## config.mk

```make
export PLATFORM = sky130hd
export DESIGN_NAME = prio_tag_merge
export DESIGN_NICKNAME = d
export VERILOG_FILES = /design/src/rtl/prio_tag_merge.sv
export SDC_FILE = /design/constraint.sdc
export NUM_CORES = 1
export LEC_CHECK = 0
export BUFFER_PORTS_ARGS = -buffer_cell sky130_fd_sc_hd__buf_2
export CORE_ASPECT_RATIO = 1.4
export CORE_MARGIN = 2
export CORE_UTILIZATION = 30
export CTS_CLUSTER_DIAMETER = 200
export DETAILED_ROUTE_END_ITERATION = 12
export PLACE_DENSITY_LB_ADDON = 0.3
export SLEW_MARGIN = 20
export SYNTH_ARGS = -nofsm -noshare
export SYNTH_HDL_FRONTEND = slang
export SYNTH_SLANG_ARGS = --single-unit
```

## constraint.sdc

```tcl
create_clock -name clk -period 2.1 [get_ports clk]
set_input_delay 0.63 -clock clk [delete_from_list [all_inputs] [get_ports clk]]
set_output_delay 0.63 -clock clk [all_outputs]
set_load 0.05 [all_outputs]
```

## src/rtl/prio_tag_merge.sv

```systemverilog
// Purpose: strict-priority merge of hi/lo payload channels into one tagged stream (bit DW-1 = 1 for hi), bounded hi bursts.
// Latency: 1 cycle, single registered output slot; backpressure: input readies drop whenever the slot is held (vld_o && !rdy_i).
// Optional: PRIO_TAG_MERGE_STATS_EN adds saturating per-tag transfer counters hi_cnt_o / lo_cnt_o.
module prio_tag_merge #(
    parameter int DW           = 33,
    parameter int MAX_HI_BURST = 4
) (
    input  logic          clk,
    input  logic          rst,
    input  logic [DW-2:0] hi_data_i,
    input  logic          hi_vld_i,
    output logic          hi_rdy_o,
    input  logic [DW-2:0] lo_data_i,
    input  logic          lo_vld_i,
    output logic          lo_rdy_o,
    output logic [DW-1:0] data_out,
    output logic          vld_o,
    input  logic          rdy_i
`ifdef PRIO_TAG_MERGE_STATS_EN
    ,
    output logic [15:0]   hi_cnt_o,
    output logic [15:0]   lo_cnt_o
`endif
);

    localparam int CW = (MAX_HI_BURST > 0) ? $clog2(MAX_HI_BURST + 1) : 1;
    localparam logic [CW-1:0] CNT_MAX = CW'(MAX_HI_BURST);

    typedef struct packed {
        logic          tag;
        logic [DW-2:0] payload;
    } word_t;

    word_t         out_word;
    logic [CW-1:0] cnt;
    logic          slot_free;
    logic          force_lo;
    logic          hi_wins;
    logic          grant_hi;
    logic          grant_lo;

    assign slot_free = !vld_o || rdy_i;

    // Once low has waited out a full high burst, high is locked out for exactly one low grant.
    assign force_lo  = (MAX_HI_BURST != 0) && lo_vld_i && (cnt == CNT_MAX);
    assign hi_wins   = hi_vld_i && !force_lo;

    assign hi_rdy_o  = !rst && slot_free && !force_lo;
    assign lo_rdy_o  = !rst && slot_free && !hi_wins;
    assign grant_hi  = hi_rdy_o && hi_vld_i;
    assign grant_lo  = lo_rdy_o && lo_vld_i;

    assign data_out  = out_word;

    always_ff @(posedge clk) begin
        if (rst) begin
            out_word <= '0;
            vld_o    <= 1'b0;
        end else if (grant_hi) begin
            out_word <= '{tag: 1'b1, payload: hi_data_i};
            vld_o    <= 1'b1;
        end else if (grant_lo) begin
            out_word <= '{tag: 1'b0, payload: lo_data_i};
            vld_o    <= 1'b1;
        end else if (rdy_i) begin
            vld_o    <= 1'b0;
        end
    end

    // Counts high grants taken while low is waiting; frozen while the slot is busy.
    always_ff @(posedge clk) begin
        if (rst || MAX_HI_BURST == 0) begin
            cnt <= '0;
        end else if (slot_free) begin
            if (grant_lo || !lo_vld_i) begin
                cnt <= '0;
            end else if (grant_hi && cnt != CNT_MAX) begin
                cnt <= cnt + CW'(1);
            end
        end
    end

`ifdef PRIO_TAG_MERGE_STATS_EN
    logic xfer;
    assign xfer = vld_o && rdy_i;

    always_ff @(posedge clk) begin
        if (rst) begin
            hi_cnt_o <= '0;
            lo_cnt_o <= '0;
        end else if (xfer) begin
            if (out_word.tag && hi_cnt_o != 16'hFFFF) begin
                hi_cnt_o <= hi_cnt_o + 16'd1;
            end
            if (!out_word.tag && lo_cnt_o != 16'hFFFF) begin
                lo_cnt_o <= lo_cnt_o + 16'd1;
            end
        end
    end
`endif

endmodule

```

==> key figures <==
Status
  • Outcome: finished, final reports clean

Setup path
  • Worst-path maximum fanout: 3
  • Worst setup SP type: flop
  • Critical path endpoint category: output pin
  • CP delay by family, top: flip-flops
  • Critical path data required time: 1470 ps
  • Max incr delay on CP: 330 ps
  • Crit path launch: cnt[1]
  • CP arrival: between 1000 and 1500 ps
  • Critical path's slowest cell: dfxtp_2
  • Reg2reg start: vld_o
  • WP buf/inv: 2
  • Setup CP Type: flop to output pin
  • Critical Path, Cell by Cell: inv_1 > ha_4 > nand3_2 > a211oi_4 > buf_6

Timing
  • Part of the cycle the worst path needs: 0.9680
  • Final hold slack: around 470 ps
  • Final hold violation count: 0
  • Max-slew violations: 0
  • Fin Setup TNS: 0 ps
  • Slew HR: 0.3291
  • Minimum clock period: 2033 ps
  • Max Clock Skew: between 5 and 6 ps
  • Least-Margin Pin Slew: ~1000 ps
  • Fmax: 491.9 MHz
  • Final setup violation count: 0

Detailed routing
  • Total Wirelength: 7346 um
  • Post-route DRC: 0
  • Wirelength per Cell: 16.22 um
  • DR vias/cell: roughly 5.4
  • Post-route antenna net violation count: 0
  • Via Count: 2,428
  • First-pass DRT Iterations: 6
  • Initial DRC count: 164

CTS
  • CTS tree: built
  • CTS Buf Count: 5
  • CTS root buf: clkbuf_8
  • CTS clk-pin slew, worst paths: 80 ps
  • H-tree levels: 2
  • Worst skew pair latency: 290 ps
  • Clock buffer depth: 2
  • Hold buffer count at cts: 0
  • # clock sinks: 37
  • Post-CTS setup buffers: 0

Cells and area
  • Area of the multi-input gates: ~1200 sq um
  • Fillers: 737
  • Area Growth Syn to Fin: 35.30%
  • Final Util: 0.4183
  • Nets: 428
  • N_diodes: 0
  • Reg area: 743.2 sq um
  • Commonest cells after routing, fill and taps aside: buf_2 (102), a31oi_1 (65), dfxtp_1 (35), nand3_1 (33), o31ai_1 (31)
  • Share of cells above drive strength 1: 0.3911
  • Commonest non-fill, non-tap cell in the layout: buf_2

Floorplanning
  • Chip height: roughly 100 um
  • IO Pins: 105
  • Die W: 75.69 um
  • Row cnt: 36
  • Core ar.: 6982 sq um
  • Starting density of the core: 0.3091
  • Die area: a little under 8000 sq um

Placed design
  • PortBufs: 104
  • DP HPWL: around 4900 um
  • GP Congestion: 0.7729

Run
  • Max-cap viol count: 0

Worst hold path
  • Hold/Removal Path Class: flop to flop
  • Hold Startpoint: cnt[0]

Pwr
  • Peak VDD IR: 379.5 uV
  • Leakage: 1.272 nW
  • Power density over the cells: 768.5 nW/um^2
  • Comb pwr share: 0.342
  • Net Sw Frac: 0.3686
  • Switching power: 0.8273 mW
  • Internal: 1.417 mW
  • Clock share of power: 0.292
  • Register share of total power: 0.367

Synthesis
  • #FFs+latches synth: 37
  • Post-synthesis net count: 335
  • Post-synth EDFFs: 0
  • Yosys cell types: 27
  • Main synth FF type: dfxtp_1
  • Ys Warns: 0
  • Sequential area share after synthesis: 0.3432
  • Post-synth ARST share: 0
  • Syn Inst Count: 264
  • Mean Syn Cell Area: 8.175 sq um
  • Cell Area, Synth: 2158 sq um

Global routing
  • Total gr overflow: 0
  • Tot GR Track Use: 0.1879
  • Initial antenna violation count: 0
  • First-pass GRT wire length: between 10,000 and 15,000 um
  • Number of global-route vias before repair: 2,373
  • Largest net degree at the start of global routing: 38
==> what timing repair did <==
| item | in CTS | in global routing |
|---|---|---|
| pin swaps | 0 | 2 |
| gates resized for setup | 7 | 2 |
| setup endpoints to repair | 2 | 2 |
==> tightest hold or removal path: cells and delay by family (launching register included) <==
family             cells  cell delay [ps]
DFF                    1              330
and+or+nand+nor        1               50
AOI/OAI and AO/OA      1               50
==> power groups by stage <==
stage               combinational (mW)  clock, mW  sequential [mW]
floorplan                        0.261          0             1.12
global placement                 0.757          0            0.838
detailed placement               0.760          0            0.839
CTS                              0.766      0.666            0.824
global route                     0.821      0.691            0.832
finish                           0.767      0.655            0.823
==> synth_stat cells (all sizes together), types with 3 or more instances <==
master | number | share of area
o31ai | 33 | 0.12
nor2b | 30 | 0.090
a21oi | 4 | 0.0093
inv | 3 | 0.0052
nand2 | 4 | 0.0070
dfxtp | 37 | 0.34
clkbuf | 9 | 0.016
buf | 27 | 0.079
a31oi | 65 | 0.19
and2b | 3 | 0.010
nand3 | 34 | 0.079
==> final timing paths <==
path | endpoint | slack, ps | cells after the start
min | cnt[0] | 470 | 2
max | lo_rdy_o | 70 | 5
max reg2reg | data_out[10] | 310 | 4
min reg2reg | cnt[0] | 470 | 2
==> metal layers <==
layer  wire length [um]  vias up  track usage
met3                361       10      0.02616
met2               3837       84       0.3199
met5                  0        -            0
met4                114        0      0.05514
li1                   -     1193            -
met1               3033     1141       0.2387
==> cells by family after synthesis <==
logic type	Yosys count	synth area share
flip-flops	37	0.3432
AND/OR/NAND/NOR	83	0.2249
buffers and inverters	39	0.09971
AO/OA/AOI/OAI	103	0.3206
adder cells (fa/ha/maj)	2	0.01159
==> sequential cells by signal, summed over array words and instances, names as in the netlist <==
register,cells
cnt,3
data_out,33
vld_o,1
==> metrics by stage <==
stage | power [mW] | instances | setup slack [ps] | cell area [sq um]
floorplan | 1.379 | 264 | -69.51 | 2182
global placement | 1.595 | 445 | 15.77 | 2771
detailed placement | 1.599 | 445 | 2.958 | 2771
CTS | 2.256 | 453 | 0.7090 | 2909
global route | 2.344 | 453 | -6.644 | 2920
finish | 2.244 | 453 | 67.25 | 2920
==> cell type report <==
class	count	share of cell area
Clock buffer	7	0.02956
Timing Repair Buffer	122	0.2331
Inverter	3	0.003856
Sequential cell	37	0.2545
Tap cell	95	0.04070
Multi-Input combinational cell	188	0.4280
Clock inverter	1	0.01028
(Power assumes the default switching activity.)
